==> src/rtl/gate_timing_seq.sv <==
// Sequential core of the sync/gate timing generator: phase FSM plus the phase and frame down-counters.
// Registered state/cnt/cnt_len are exported for the downstream Sync/Gate/Done output logic.
module gate_timing_seq #(
    parameter int unsigned SYNC_W   = 8,
    parameter int unsigned GDEL_W   = 8,
    parameter int unsigned GATE_W   = 16,
    parameter int unsigned LEN_W    = 16,
    parameter int unsigned CNT_W    = 16,
    parameter int unsigned AUTO_RST = 0
) (
    input  logic              clk,
    input  logic              rst,
    input  logic              ena,
    input  logic [SYNC_W-1:0] Tsync,
    input  logic [GDEL_W-1:0] Tgdel,
    input  logic [GATE_W-1:0] Tgate,
    input  logic [LEN_W-1:0]  Tlen,
    output logic [4:0]        state,
    output logic [CNT_W-1:0]  cnt,
    output logic [LEN_W-1:0]  cnt_len,
    output logic              Sync,
    output logic              Gate,
    output logic              Done
);

    localparam logic [4:0] S_IDLE = 5'b00001;
    localparam logic [4:0] S_SYNC = 5'b00010;
    localparam logic [4:0] S_GDEL = 5'b00100;
    localparam logic [4:0] S_GATE = 5'b01000;
    localparam logic [4:0] S_LEN  = 5'b10000;

    logic [4:0]       state_q, state_d;
    logic [CNT_W-1:0] cnt_q, cnt_d;
    logic [LEN_W-1:0] len_q, len_d;
    logic             done_q, done_d;

    logic [CNT_W-1:0] tsync_x, tgdel_x, tgate_x;
    logic             legal, active, frame_end;

    assign tsync_x = CNT_W'(Tsync);
    assign tgdel_x = CNT_W'(Tgdel);
    assign tgate_x = CNT_W'(Tgate);

    always_comb begin
        legal = (state_q == S_IDLE) || (state_q == S_SYNC) || (state_q == S_GDEL) ||
                (state_q == S_GATE) || (state_q == S_LEN);
    end

    assign active    = legal && !state_q[0];
    // End of frame pre-empts whatever phase transition would otherwise happen.
    assign frame_end = active && (len_q == '0);

    always_comb begin
        state_d = state_q;
        cnt_d   = cnt_q;
        len_d   = len_q;
        done_d  = 1'b0;
        if (!legal) begin
            state_d = S_IDLE;
        end else if (ena) begin
            if (frame_end) begin
                done_d = 1'b1;
                cnt_d  = '0;
                if (AUTO_RST != 0) begin
                    state_d = S_SYNC;
                    cnt_d   = tsync_x;
                    len_d   = Tlen;
                end else begin
                    state_d = S_IDLE;
                end
            end else begin
                if (active) begin
                    len_d = len_q - LEN_W'(1);
                end
                case (state_q)
                    S_IDLE: begin
                        cnt_d   = tsync_x;
                        len_d   = Tlen;
                        state_d = S_SYNC;
                    end
                    S_SYNC: begin
                        if (cnt_q == '0) begin
                            cnt_d   = tgdel_x;
                            state_d = S_GDEL;
                        end else begin
                            cnt_d = cnt_q - CNT_W'(1);
                        end
                    end
                    S_GDEL: begin
                        if (cnt_q == '0) begin
                            cnt_d   = tgate_x;
                            state_d = S_GATE;
                        end else begin
                            cnt_d = cnt_q - CNT_W'(1);
                        end
                    end
                    S_GATE: begin
                        if (cnt_q == '0) begin
                            state_d = S_LEN;
                        end else begin
                            cnt_d = cnt_q - CNT_W'(1);
                        end
                    end
                    default: begin
                        state_d = state_q;
                    end
                endcase
            end
        end
    end

    always_ff @(posedge clk) begin
        if (rst) begin
            state_q <= S_IDLE;
            cnt_q   <= '0;
            len_q   <= '0;
            done_q  <= 1'b0;
        end else begin
            state_q <= state_d;
            cnt_q   <= cnt_d;
            len_q   <= len_d;
            done_q  <= done_d;
        end
    end

    assign state   = state_q;
    assign cnt     = cnt_q;
    assign cnt_len = len_q;
    assign Sync    = state_q[1];
    assign Gate    = state_q[3];
    assign Done    = done_q;

endmodule

==> config.mk <==
export PLATFORM = sky130hd
export DESIGN_NAME = gate_timing_seq
export DESIGN_NICKNAME = d
export VERILOG_FILES = /design/src/rtl/gate_timing_seq.sv
export SDC_FILE = /design/constraint.sdc
export NUM_CORES = 1
export LEC_CHECK = 0
export ABC_AREA = 0
export CELL_PAD_IN_SITES_DETAIL_PLACEMENT = 0
export CELL_PAD_IN_SITES_GLOBAL_PLACEMENT = 2
export CORE_AREA = 2 2 102 104
export CTS_BUF_LIST = sky130_fd_sc_hd__clkbuf_2
export DETAILED_ROUTE_END_ITERATION = 6
export DIE_AREA = 0 0 104 106
export PLACE_DENSITY = 0.94
export SYNTH_ARGS = -nofsm -noshare
export SYNTH_HDL_FRONTEND = slang
export SYNTH_SLANG_ARGS = --single-unit
==> constraint.sdc <==
create_clock -name clk -period 4.4 [get_ports clk]
set_input_delay 0.66 -clock clk [delete_from_list [all_inputs] [get_ports clk]]
set_output_delay 0.66 -clock clk [all_outputs]
set_load 0.01 [all_outputs]
==> impl_summary.log, run 1 <==
INFO  metric floorplan.die_area = 0.01102 mm2
INFO  metric sequential_cell_area_fraction_in_the_yosys_report = 28.02%
INFO  metric synth.ff_latch_count = 38
INFO  metric ys_async_sr_fraction = 0%
INFO  metric global_route_wire_length_before_repair = 14,390 um
INFO  metric critPathLaunchType = flip-flop
INFO  metric hold_violations = 0
INFO  metric hpwlAfterDp = 6841 um
INFO  metric io_pins = 91
INFO  metric grt_setup_unrepaired = no
INFO  metric synth.top_cells.by_area = sky130_fd_sc_hd__dfxtp_1, sky130_fd_sc_hd__nor2_1, sky130_fd_sc_hd__o32ai_2, sky130_fd_sc_hd__a21oi_1, sky130_fd_sc_hd__nand2_1
INFO  metric cts_setup_buffers = 0
INFO  metric clkLatencyLatePin = 0.42 ns
INFO  metric finalCriticalPeriod = 2.979 ns
INFO  metric antenna_found_initial = 0
INFO  metric violation_count_after_the_first_detailed_route_iteration = 132
INFO  metric final.setup_skew = 0.03805 ns
INFO  metric count_of_max_cap_constraint_violations = 0
INFO  metric globalRouteTotalUtil = 16.00%
INFO  metric num_vias = 2,916
INFO  metric status = complete, no violations
INFO  metric die_x = 104 um
INFO  metric synth_warnings = 0
INFO  metric netlist.area_leader.share = 28.02%
INFO  metric maximum_clock_rate = 335.7 MHz
INFO  metric grt_max_degree = 33
INFO  metric cts-root-to-sink-buffers = 2
INFO  metric post-route-period-util = 67.71%
INFO  metric post_dp_cell_area = 0.003669 mm2
INFO  metric timing_max_transition_violations_final = 0
INFO  metric port-buffer-count = 90
INFO  metric layout.filler_cells = 1,080
INFO  metric power.density = 623.0 mW/mm2
INFO  metric post_synth_instance_area = 0.002715 mm2
INFO  metric global_placement_routability_congestion = 0.8259
INFO  metric max_slew.worst_pin.slew = 1.197 ns
INFO  metric cts-htree-levels = 2
INFO  metric crit_path_max_fanout = 15
INFO  metric final_nets = 483
INFO  metric area_growth_syn_to_layout = 37.51%
INFO  metric die_h = 106 um
INFO  metric dr.pass1.iters = 4
INFO  metric synth_commonest_cells = sky130_fd_sc_hd__nor2_1, sky130_fd_sc_hd__dfxtp_1, sky130_fd_sc_hd__nand2_1
INFO  metric final_antenna_net_count = 0
INFO  metric tns = 0 ns
INFO  metric postSynthAreaPerCell = 7.648 um2
INFO  metric crit_arrival = 3.28 ns
INFO  metric drive_above_1_share = 6.294%
INFO  metric cts_hold_repair.buffers = 0
INFO  metric synthCells = 355
INFO  metric clock_pin_transition_on_the_worst_setup_and_hold_timing_paths = 0.24 ns
INFO  metric worstHoldPathType = reg -> reg
INFO  metric total_power = 2.326 mW
INFO  metric setup_viol_count_final = 0
INFO  metric start_util = 27.15%
INFO  metric max-vdd-ir-drop = 199.5 uV
INFO  metric clock_tree.root_cell = sky130_fd_sc_hd__clkbuf_2
INFO  metric synth.net_count = 410
INFO  metric cp_data_required_time = 4.70 ns
INFO  metric total_leakage_power = 1.305 nW
INFO  metric cts-resized-gates = 0
INFO  metric slew-limit-headroom = 19.88%
INFO  metric number_of_buffers_inserted_during_clock_tree_synthesis = 5
INFO  metric ys_dominant_reg_cell = sky130_fd_sc_hd__dfxtp_1
INFO  metric clock-sinks = 38
INFO  metric route.detailed.wl_per_inst = 15.94 um
INFO  metric synth_edf_count = 0
INFO  metric first_global_vias = 2,800
INFO  metric synthDistinctLibCells = 59
INFO  metric avgViaCountPerCell = 5.161
INFO  metric synthDominantAreaCellType = sky130_fd_sc_hd__dfxtp_1
INFO  metric critPathCaptureType = flip-flop
INFO  metric rows = 37
INFO  metric postLayoutCellArea = 0.003734 mm2
INFO  metric coreArea = 0.01000 mm2
INFO  metric cts_tree = done
INFO  metric routed_wl = 9005 um
INFO  metric drcViolationCount = 0
INFO  metric cell_with_the_most_instances_after_synthesis = sky130_fd_sc_hd__nor2_1
INFO  metric globalRouteOverflowTotal = 0
INFO  metric antenna-diode-count = 0
INFO  metric critPathKind = reg -> reg
-- state kept, by name, summed over array words and instances (netlist names) --
signal and flops:
Done 1, cnt 16, cnt_len 16, state 5
-- layout make-up --
cell class | instances | area (um2) | share of cell area [%]
timing repair buffer | 92 | 915.9 | 24.53
inverter | 13 | 48.80 | 1.307
multi-input combinational | 278 | 1773 | 47.49
tap | 136 | 170.2 | 4.558
sequential | 38 | 760.7 | 20.38
clock buffer | 5 | 25.02 | 0.6702
clock inverter | 3 | 40.04 | 1.072
-- power by group --
group	leakage, nW	switching [mW]	total [mW]	internal (mW)
Clock	0.0427	0.130	0.224	0.0944
Sequential	0.310	0.141	0.568	0.427
Combinational	0.952	0.878	1.53	0.656
Total	1.30	1.15	2.33	1.18
-- worst max-delay path: stages, from the launching register on --
cell,delay [ns]
sky130_fd_sc_hd__dfxtp_1,0.44
sky130_fd_sc_hd__nor4_4,0.40
sky130_fd_sc_hd__nand4_1,0.54
sky130_fd_sc_hd__nor2_1,0.89
sky130_fd_sc_hd__nor2_1,0.09
sky130_fd_sc_hd__o21a_1,0.22
sky130_fd_sc_hd__o311a_1,0.28
-- stage by stage --
stage | util (%) | instances | hold slack [ns] | setup slack [ns]
after floorplan | - | 355 | 0.4980 | 2.407
after global placement | 36.69 | 557 | 0.4838 | 1.567
after detailed placement | 36.69 | 557 | 0.4926 | 1.493
after CTS | 37.34 | 565 | 0.5175 | 1.441
after global routing | 37.34 | 565 | 0.5495 | 1.166
final | 37.34 | 565 | 0.5139 | 1.421
-- cells in the final DEF, fill, tap and decap left out, types with 7 or more instances in the layout --
cell / instances
sky130_fd_sc_hd__xor2_1: 9
sky130_fd_sc_hd__a22o_1: 10
sky130_fd_sc_hd__a21oi_1: 22
sky130_fd_sc_hd__nand3_1: 9
sky130_fd_sc_hd__clkdlybuf4s50_1: 90
sky130_fd_sc_hd__inv_1: 12
sky130_fd_sc_hd__o21ai_1: 9
sky130_fd_sc_hd__nor3_1: 20
sky130_fd_sc_hd__a22oi_1: 12
sky130_fd_sc_hd__nand2_1: 29
sky130_fd_sc_hd__o21ai_0: 11
sky130_fd_sc_hd__o32ai_2: 7
sky130_fd_sc_hd__nor2_1: 51
sky130_fd_sc_hd__dfxtp_1: 38
-- path summary, 6_finish.rpt --
kind	depth (start not counted)	slack [ns]	to	from
worst min register to register	2	0.51	cnt_len[15]	cnt_len[15]
worst min-delay path	2	0.51	cnt_len[15]	cnt_len[15]
worst max register to register	6	1.42	cnt[0]	cnt[8]
worst max-delay path	6	1.42	cnt[0]	cnt[8]
-- metal layers --
layer  up-vias  routed length [um]  GRT usage (%)
li1       1453                   -              -
met1      1373                3932          20.57
met2        80                4458          27.40
met3        10                 450          2.575
met4         0                 163          5.212
met5         -                   0              0
-- logic make-up after synthesis --
logic type	after synthesis	synth area share (%)
AOI/OAI and AO/OA	109	29.95
xor gates and xnor gates	15	4.839
adders and majority gates	4	1.843
buffers and inverters	39	6.682
DFF	38	28.02
muxes	2	0.7374
and+or+nand+nor	148	27.93
No activity file was read; power rests on OpenSTA's default activity.
==> run 2: changes to the inputs <==
Settings changed: CORE_AREA 2 2 102 104 to 2 2 112 114, DIE_AREA 0 0 104 106 to 0 0 114 116, PLACE_DENSITY 0.94 to 0.84.
Clock period 4.4 ns to 2.7 ns, I/O delays scaled along.
==> run 2 against run 1 <==
Sequential cell count unchanged. Sequential share of layout area down 0.76 points. Total power up 72%. Sequential power up 62%. Largest cell class unchanged. Cell area up 3.9%.
==> impl_summary.log, run 2 (synthesis gave the netlist of run 1 again) <==
INFO  metric coreArea = 0.01191 mm2 (+19%)
INFO  metric mostFrequentLayoutCells = sky130_fd_sc_hd__clkdlybuf4s50_1, sky130_fd_sc_hd__nor2_1, sky130_fd_sc_hd__dfxtp_1
INFO  metric clock_pin_transition_on_the_worst_setup_and_hold_timing_paths = 0.22 ns (-0.02 ns)
INFO  metric hold_violations = 0 (unchanged)
INFO  metric hpwlAfterDp = 6926 um (+1.3%)
INFO  metric tns = 0 ns (unchanged)
INFO  metric antenna_found_initial = 0 (unchanged)
INFO  metric netSwitchingPower = 1.919 mW (+67%)
INFO  metric cts_tree = done
INFO  metric total_power = 4.002 mW (+72%)
INFO  metric clock-sinks = 38 (unchanged)
INFO  metric crit_path_cell_trace = nor3b_2, a22o_1, o31a_4, nand2_2, or3_1, o32ai_2
INFO  metric max-vdd-ir-drop = 370.1 uV (+86%)
INFO  metric power.density = 1032 mW/mm2 (+66%)
INFO  metric timing.critical_path.to = cnt[1]
INFO  metric critPathCaptureType = flip-flop
INFO  metric clock_tree.root_cell = sky130_fd_sc_hd__clkbuf_2
INFO  metric multi_input_area = 0.001773 mm2 (unchanged)
INFO  metric cts-root-to-sink-buffers = 2 (unchanged)
INFO  metric global_route_wire_length_before_repair = 15,170 um (+5.5%)
INFO  metric dr.pass1.iters = 4 (unchanged)
INFO  metric global_placement_routability_congestion = 0.7957 (-3.7%)
INFO  metric critPathLaunchType = flip-flop
INFO  metric max_slew.worst_pin.slew = 0.5601 ns (-0.6365 ns)
INFO  metric io_pins = 91 (unchanged)
INFO  metric slew-limit-headroom = 62.66% (+43 points)
INFO  metric layout.filler_cells = 1,271 (+18%)
INFO  metric fraction_of_power_spent_switching_nets = 47.95% (-1.4 points)
INFO  metric combinationalPowerShare = 67.5% (+1.6 points)
INFO  metric crit_cells = 6 (unchanged)
INFO  metric final-seq-area = 760.7 um2 (unchanged)
INFO  metric first_global_vias = 2,940 (+5.0%)
INFO  metric final_antenna_net_count = 0 (unchanged)
INFO  metric maximum_clock_rate = 436.6 MHz (+30%)
INFO  metric power.clock.fraction = 9.5% (about the same)
INFO  metric clkLatencyLatePin = 0.41 ns (about the same)
INFO  metric globalRouteTotalUtil = 14.15% (-1.9 points)
INFO  metric worst_path_buffer_plus_inverter_count = 0 (unchanged)
INFO  metric port-buffer-count = 90 (unchanged)
INFO  metric path_delay_family = simple AND/OR/NAND/NOR gates
INFO  metric hold_ws = 0.5069 ns (-0.007016 ns)
INFO  metric die_x = 114 um (+9.6%)
INFO  metric total_leakage_power = 1.383 nW (+6.0%)
INFO  metric cts-resized-gates = 0 (unchanged)
INFO  metric cts_setup_buffers = 0 (unchanged)
INFO  metric final.setup_skew = 0.03111 ns (-0.006943 ns)
INFO  metric count_of_max_cap_constraint_violations = 0 (unchanged)
INFO  metric internal_power = 2.083 mW (+77%)
INFO  metric r2r_cells = 6 (unchanged)
INFO  metric die_h = 116 um (+9.4%)
INFO  metric violation_count_after_the_first_detailed_route_iteration = 121 (-8.3%)
INFO  metric worst_r2r_startpoint = state[0]
INFO  metric status = complete, no violations
INFO  metric cp_slowest_cell = sky130_fd_sc_hd__dfxtp_1
INFO  metric antenna-diode-count = 0 (unchanged)
INFO  metric post-route-period-util = 84.84% (+17 points)
INFO  metric timing_max_transition_violations_final = 0 (unchanged)
INFO  metric r2r_slack = 0.41 ns (-1.01 ns)
INFO  metric area_growth_syn_to_layout = 42.81%
INFO  metric cts_hold_repair.buffers = 0 (unchanged)
INFO  metric layout_commonest_cell = sky130_fd_sc_hd__clkdlybuf4s50_1
INFO  metric drive_above_1_share = 9.865% (+3.6 points)
INFO  metric start_util = 22.79% (-4.4 points)
INFO  metric grt_setup_unrepaired = no
INFO  metric routed_wl = 9323 um (+3.5%)
INFO  metric crit_path_max_fanout = 11 (-4)
INFO  metric critPathKind = reg -> reg
INFO  metric finalCriticalPeriod = 2.291 ns (-0.6884 ns)
INFO  metric setup_viol_count_final = 0 (unchanged)
INFO  metric drcViolationCount = 0 (unchanged)
INFO  metric cp_slowest_stage_delay = 0.57 ns (-0.32 ns)
INFO  metric rows = 40 (+8.1%)
INFO  metric critPathLaunch = state[0]
INFO  metric cp_data_required_time = 3.03 ns (-1.67 ns)
INFO  metric cts-htree-levels = 2 (unchanged)
INFO  metric num_vias = 2,989 (+2.5%)
INFO  metric avgViaCountPerCell = 5.040 (-2.3%)
INFO  metric power.share.sequential = 23.0% (-1.4 points)
INFO  metric final_nets = 500 (+3.5%)
INFO  metric floorplan.die_area = 0.01322 mm2 (+20%)
INFO  metric reg2reg_to = cnt[1]
INFO  metric globalRouteOverflowTotal = 0 (unchanged)
INFO  metric crit_arrival = 2.62 ns (-0.66 ns)
INFO  metric number_of_buffers_inserted_during_clock_tree_synthesis = 5 (unchanged)
INFO  metric grt_max_degree = 33 (unchanged)
INFO  metric route.detailed.wl_per_inst = 15.72 um (-1.4%)
INFO  metric worstHoldPathType = reg -> reg
[run 2: cell count changes in the layout (fill, tap and decap cells not counted)]
cell	before	now
sky130_fd_sc_hd__buf_4	2	19
sky130_fd_sc_hd__clkinv_2	2	0
sky130_fd_sc_hd__clkbuf_2	5	6
sky130_fd_sc_hd__clkinvlp_4	0	1
[run 2: worst reg2reg max path: stages (launching register included)]
cell                      delay [ns]
sky130_fd_sc_hd__dfxtp_1        0.57
sky130_fd_sc_hd__nor3b_2        0.32
sky130_fd_sc_hd__a22o_1         0.23
sky130_fd_sc_hd__o31a_4         0.16
sky130_fd_sc_hd__nand2_2        0.07
sky130_fd_sc_hd__or3_1          0.57
sky130_fd_sc_hd__o32ai_2        0.33
[run 2: per-stage QoR]
stage                     util, %  std cells  instance area [um2]  setup WS, ns
after floorplan                 -        355                 2715        0.7169
after global placement      31.99        585                 3810        0.5216
after detailed placement    31.99        585                 3810        0.4356
after CTS                   32.55        593                 3877        0.4180
after global routing        32.55        593                 3877        0.1928
final                       32.55        593                 3877        0.4093
[run 2: worst min-delay path by stage]
| stage | cells past startpoint | endpoint | slack, ns | start |
|---|---|---|---|---|
| 2_1_floorplan | 2 | cnt_len[15] | 0.50 | cnt_len[15] |
| 3_3_place_gp | 2 | cnt_len[15] | 0.49 | cnt_len[15] |
| 3_5_place_dp | 2 | cnt_len[15] | 0.48 | cnt_len[15] |
| 4_1_cts | 2 | cnt_len[15] | 0.51 | cnt_len[15] |
| 5_1_grt | 2 | cnt_len[15] | 0.52 | cnt_len[15] |
| 6_report | 2 | cnt_len[15] | 0.51 | cnt_len[15] |
[run 2: layout make-up]
class | instances | share of cell area [%]
multi-input cells | 278 | 45.72
flip-flops and latches | 38 | 19.62
well taps | 147 | 4.743
clock buffers | 6 | 0.7744
repair buffers | 109 | 26.91
inverters | 13 | 1.258
clock inverters | 2 | 0.9681
[run 2: metal layers]
layer / GRT usage [%] / up-vias / routed length, um
met4: 2.846 / 0 / 82
met2: 23.41 / 65 / 4401
met3: 2.563 / 8 / 344
met1: 19.39 / 1429 / 4494
li1: - / 1487 / -
met5: 0 / - / 0
[run 2: power groups by stage]
stage / clock, mW / sequential, mW / combinational (mW)
floorplan: 0 / 0.914 / 1.79
global placement: 0 / 0.925 / 2.70
detailed placement: 0 / 0.932 / 2.72
CTS: 0.396 / 0.919 / 2.73
global route: 0.416 / 0.947 / 3.03
finish: 0.380 / 0.921 / 2.70
==> run 3: changes to the inputs <==
Clock period 2.7 ns to 2 ns, I/O delays scaled along.
==> run 3 against run 2 <==
The flow now finishes with violations (negative setup slack). Count of clock-buffer cells in the layout stayed put. Wire length is 6.6% higher. Critical path type unchanged. Register-to-register slack worse by 0.45 ns. Critical path depth is 2 higher. Global-route usage is 0.64 points higher. Highest routed layer unchanged. Sequential cell count stayed put. Core utilization is 5.2 points higher. Cell count is 10% higher. Non-clock buffer count is 62 higher. Combinational power is 76% higher. Sequential share of layout area is 2.3 points lower.
==> impl_summary.log, run 3 (synthesis gave the netlist of run 1 again) <==
INFO  metric status = finished with violations
INFO  metric failed_checks = negative setup slack
INFO  metric critPathKind = reg -> reg
INFO  metric grt_setup_unrepaired = yes
INFO  metric grt_max_degree = 33 (unchanged)
INFO  metric route.met3.wl = 356 um (+3.5%)
INFO  metric globalRouteTotalUtil = 14.78% (+0.64 points)
INFO  metric route.detailed.wl_per_inst = 15.17 um (-3.5%)
INFO  metric worstHoldPathType = in -> reg
INFO  metric global_route_wire_length_before_repair = 15,930 um (+5.0%)
INFO  metric die_x = 114 um (unchanged)
INFO  metric num_vias = 3,243 (+8.5%)
INFO  metric drt-met1-wl = 4690 um (+4.4%)
INFO  metric fin_ws = -0.03645 ns (-0.4458 ns)
INFO  metric rows = 40 (unchanged)
INFO  metric cts_hold_repair.buffers = 0 (unchanged)
INFO  metric crit_path_cell_trace = buf_2, nor2_1, and3_1, o31a_4, nand2_2, or3_4, buf_6, o32ai_2
INFO  metric cts-htree-levels = 2 (unchanged)
INFO  metric first_global_vias = 3,220 (+9.5%)
INFO  metric post_dp_cell_area = 0.004233 mm2 (+11%)
INFO  metric dr.pass1.iters = 4 (unchanged)
INFO  metric avgViaCountPerCell = 4.951 (-1.8%)
INFO  metric number_of_buffers_inserted_during_clock_tree_synthesis = 5 (unchanged)
INFO  metric globalRouteOverflowTotal = 0 (unchanged)
INFO  metric final.setup_skew = 0.05453 ns (+0.02343 ns)
INFO  metric antenna-diode-count = 0 (unchanged)
INFO  metric routed_wl = 9937 um (+6.6%)
INFO  metric post-route-period-util = 101.8% (+17 points)
INFO  metric cts_tree = done
INFO  metric total_leakage_power = 1.755 nW (+27%)
INFO  metric path_delay_family = simple AND/OR/NAND/NOR gates
INFO  metric instances_no_fill = 655 (+10%)
INFO  metric coreArea = 0.01191 mm2 (unchanged)
INFO  metric finalCriticalPeriod = 2.036 ns (-0.2542 ns)
INFO  metric final_nets = 562 (+12%)
INFO  metric crit_path_max_fanout = 6 (-5)
INFO  metric die_h = 116 um (unchanged)
INFO  metric drcViolationCount = 0 (unchanged)
INFO  metric io_pins = 91 (unchanged)
INFO  metric topRoutingLayerUsed = met4
INFO  metric power.density = 1388 mW/mm2 (+35%)
INFO  metric max_slew.worst_pin.slew = 0.5736 ns (+0.01346 ns)
INFO  metric max-vdd-ir-drop = 615.7 uV (+66%)
INFO  metric count_of_max_cap_constraint_violations = 0 (unchanged)
INFO  metric timing_max_transition_violations_final = 0 (unchanged)
INFO  metric critPathCaptureType = flip-flop
INFO  metric global_placement_routability_congestion = 0.8651 (+8.7%)
INFO  metric antenna_found_initial = 0 (unchanged)
INFO  metric port-buffer-count = 90 (unchanged)
INFO  metric drive_above_1_share = 26.38% (+17 points)
INFO  metric critPathLaunchType = flip-flop
INFO  metric start_util = 22.79% (unchanged)
INFO  metric crit_arrival = 2.36 ns (-0.26 ns)
INFO  metric setup_viol_count_final = 3 (+3)
INFO  metric violation_count_after_the_first_detailed_route_iteration = 106 (-12%)
INFO  metric maximum_clock_rate = 491.1 MHz (+12%)
INFO  metric mostFrequentLayoutCells = sky130_fd_sc_hd__clkdlybuf4s50_1, sky130_fd_sc_hd__buf_4, sky130_fd_sc_hd__nor2_1
INFO  metric cp_data_required_time = 2.33 ns (-0.70 ns)
INFO  metric cts-root-to-sink-buffers = 2 (unchanged)
INFO  metric place_inst = 638 (+9.1%)
INFO  metric layout_commonest_cell = sky130_fd_sc_hd__clkdlybuf4s50_1
INFO  metric slew-limit-headroom = 61.59% (-1.1 points)
INFO  metric hold_violations = 0 (unchanged)
INFO  metric cp_slowest_cell = sky130_fd_sc_hd__dfxtp_4
INFO  metric worst_path_buffer_plus_inverter_count = 2 (+2)
INFO  metric route.met2.wl = 4786 um (+8.7%)
INFO  metric clock-sinks = 38 (unchanged)
INFO  metric floorplan.die_area = 0.01322 mm2 (unchanged)
INFO  metric clock_pin_transition_on_the_worst_setup_and_hold_timing_paths = 0.25 ns (+0.03 ns)
INFO  metric final_antenna_net_count = 0 (unchanged)
INFO  metric clock_tree.root_cell = sky130_fd_sc_hd__clkbuf_2
INFO  metric tns = -0.1037 ns (-0.1037 ns)
INFO  metric area_growth_syn_to_layout = 65.44%
INFO  metric clkLatencyLatePin = 0.42 ns (about the same)
INFO  metric hpwlAfterDp = 7603 um (+9.8%)
INFO  metric postLayoutCellArea = 0.004492 mm2 (+16%)
INFO  metric cp_slowest_stage_delay = 0.43 ns (-0.14 ns)
==> run 3: cell types whose count changed in the layout (fill, tap and decap cells not counted), moves of 3 or more <==
cell                      delta
sky130_fd_sc_hd__nor4_1      -3
sky130_fd_sc_hd__dfxtp_2     +5
sky130_fd_sc_hd__nor3_2      +4
sky130_fd_sc_hd__inv_2       +4
sky130_fd_sc_hd__inv_1       -4
sky130_fd_sc_hd__buf_6       +3
sky130_fd_sc_hd__dfxtp_1     -8
sky130_fd_sc_hd__buf_4      +56
sky130_fd_sc_hd__nor3_1      -4
sky130_fd_sc_hd__dfxtp_4     +3
==> run 3: timing repair <==
item	CTS	global route
endpoints found under the hold margin	0	0
buffers inserted	2	6
pin swaps	3	15
endpoints found under the setup margin	18	25
gates resized for setup	12	33
cloned	1	0
==> run 3: layout make-up <==
cell class	count	area, um2
clock buffers	6	30.03
clock inverters	2	8.758
fillers	1227	7420
inverters	13	48.80
multi-input cells	278	1894
flip-flops and latches	38	778.2
well taps	147	183.9
repair buffers	171	1548
==> run 3: routing by layer <==
layer	up-vias	GRT usage (%)
met4	0	3.333
met3	10	2.877
li1	1609	-
met2	66	25.44
met1	1558	19.23
met5	-	0
==> run 3: worst paths after layout <==
check / depth (start not counted) / to / start / slack, ns
setup reg to reg: 8 / cnt[4] / state[1] / -0.04
hold / removal: 3 / cnt[3] / Tsync[3] / 0.51
setup / recovery: 8 / cnt[4] / state[1] / -0.04
hold reg to reg: 2 / cnt_len[11] / cnt_len[11] / 0.54
==> run 3: power breakdown <==
| part | internal, mW | leakage, nW | switching, mW |
|---|---|---|---|
| Sequential | 0.955 | 0.314 | 0.169 |
| Clock | 0.0860 | 0.0304 | 0.281 |
| Combinational | 2.37 | 1.41 | 2.38 |
| Total | 3.41 | 1.75 | 2.83 |
==> run 3: worst reg2reg max path, cell delays in order, from the launching register on <==
cell                      delay (ns)
sky130_fd_sc_hd__dfxtp_4        0.43
sky130_fd_sc_hd__buf_2          0.15
sky130_fd_sc_hd__nor2_1         0.11
sky130_fd_sc_hd__and3_1         0.23
sky130_fd_sc_hd__o31a_4         0.18
sky130_fd_sc_hd__nand2_2        0.09
sky130_fd_sc_hd__or3_4          0.36
sky130_fd_sc_hd__buf_6          0.15
sky130_fd_sc_hd__o32ai_2        0.24
==> run 3: metrics by stage <==
stage	hold slack [ns]	util (%)	power [mW]	worst slack [ns]
2_1_floorplan	0.4903	-	3.656	0.01693
3_3_place_gp	0.5009	35.54	5.501	0.02922
3_5_place_dp	0.5121	35.54	5.550	-0.06468
4_1_cts	0.5026	36.28	5.995	-0.0005644
5_1_grt	0.4999	37.71	6.747	-0.1347
6_report	0.5106	37.71	6.236	-0.03645
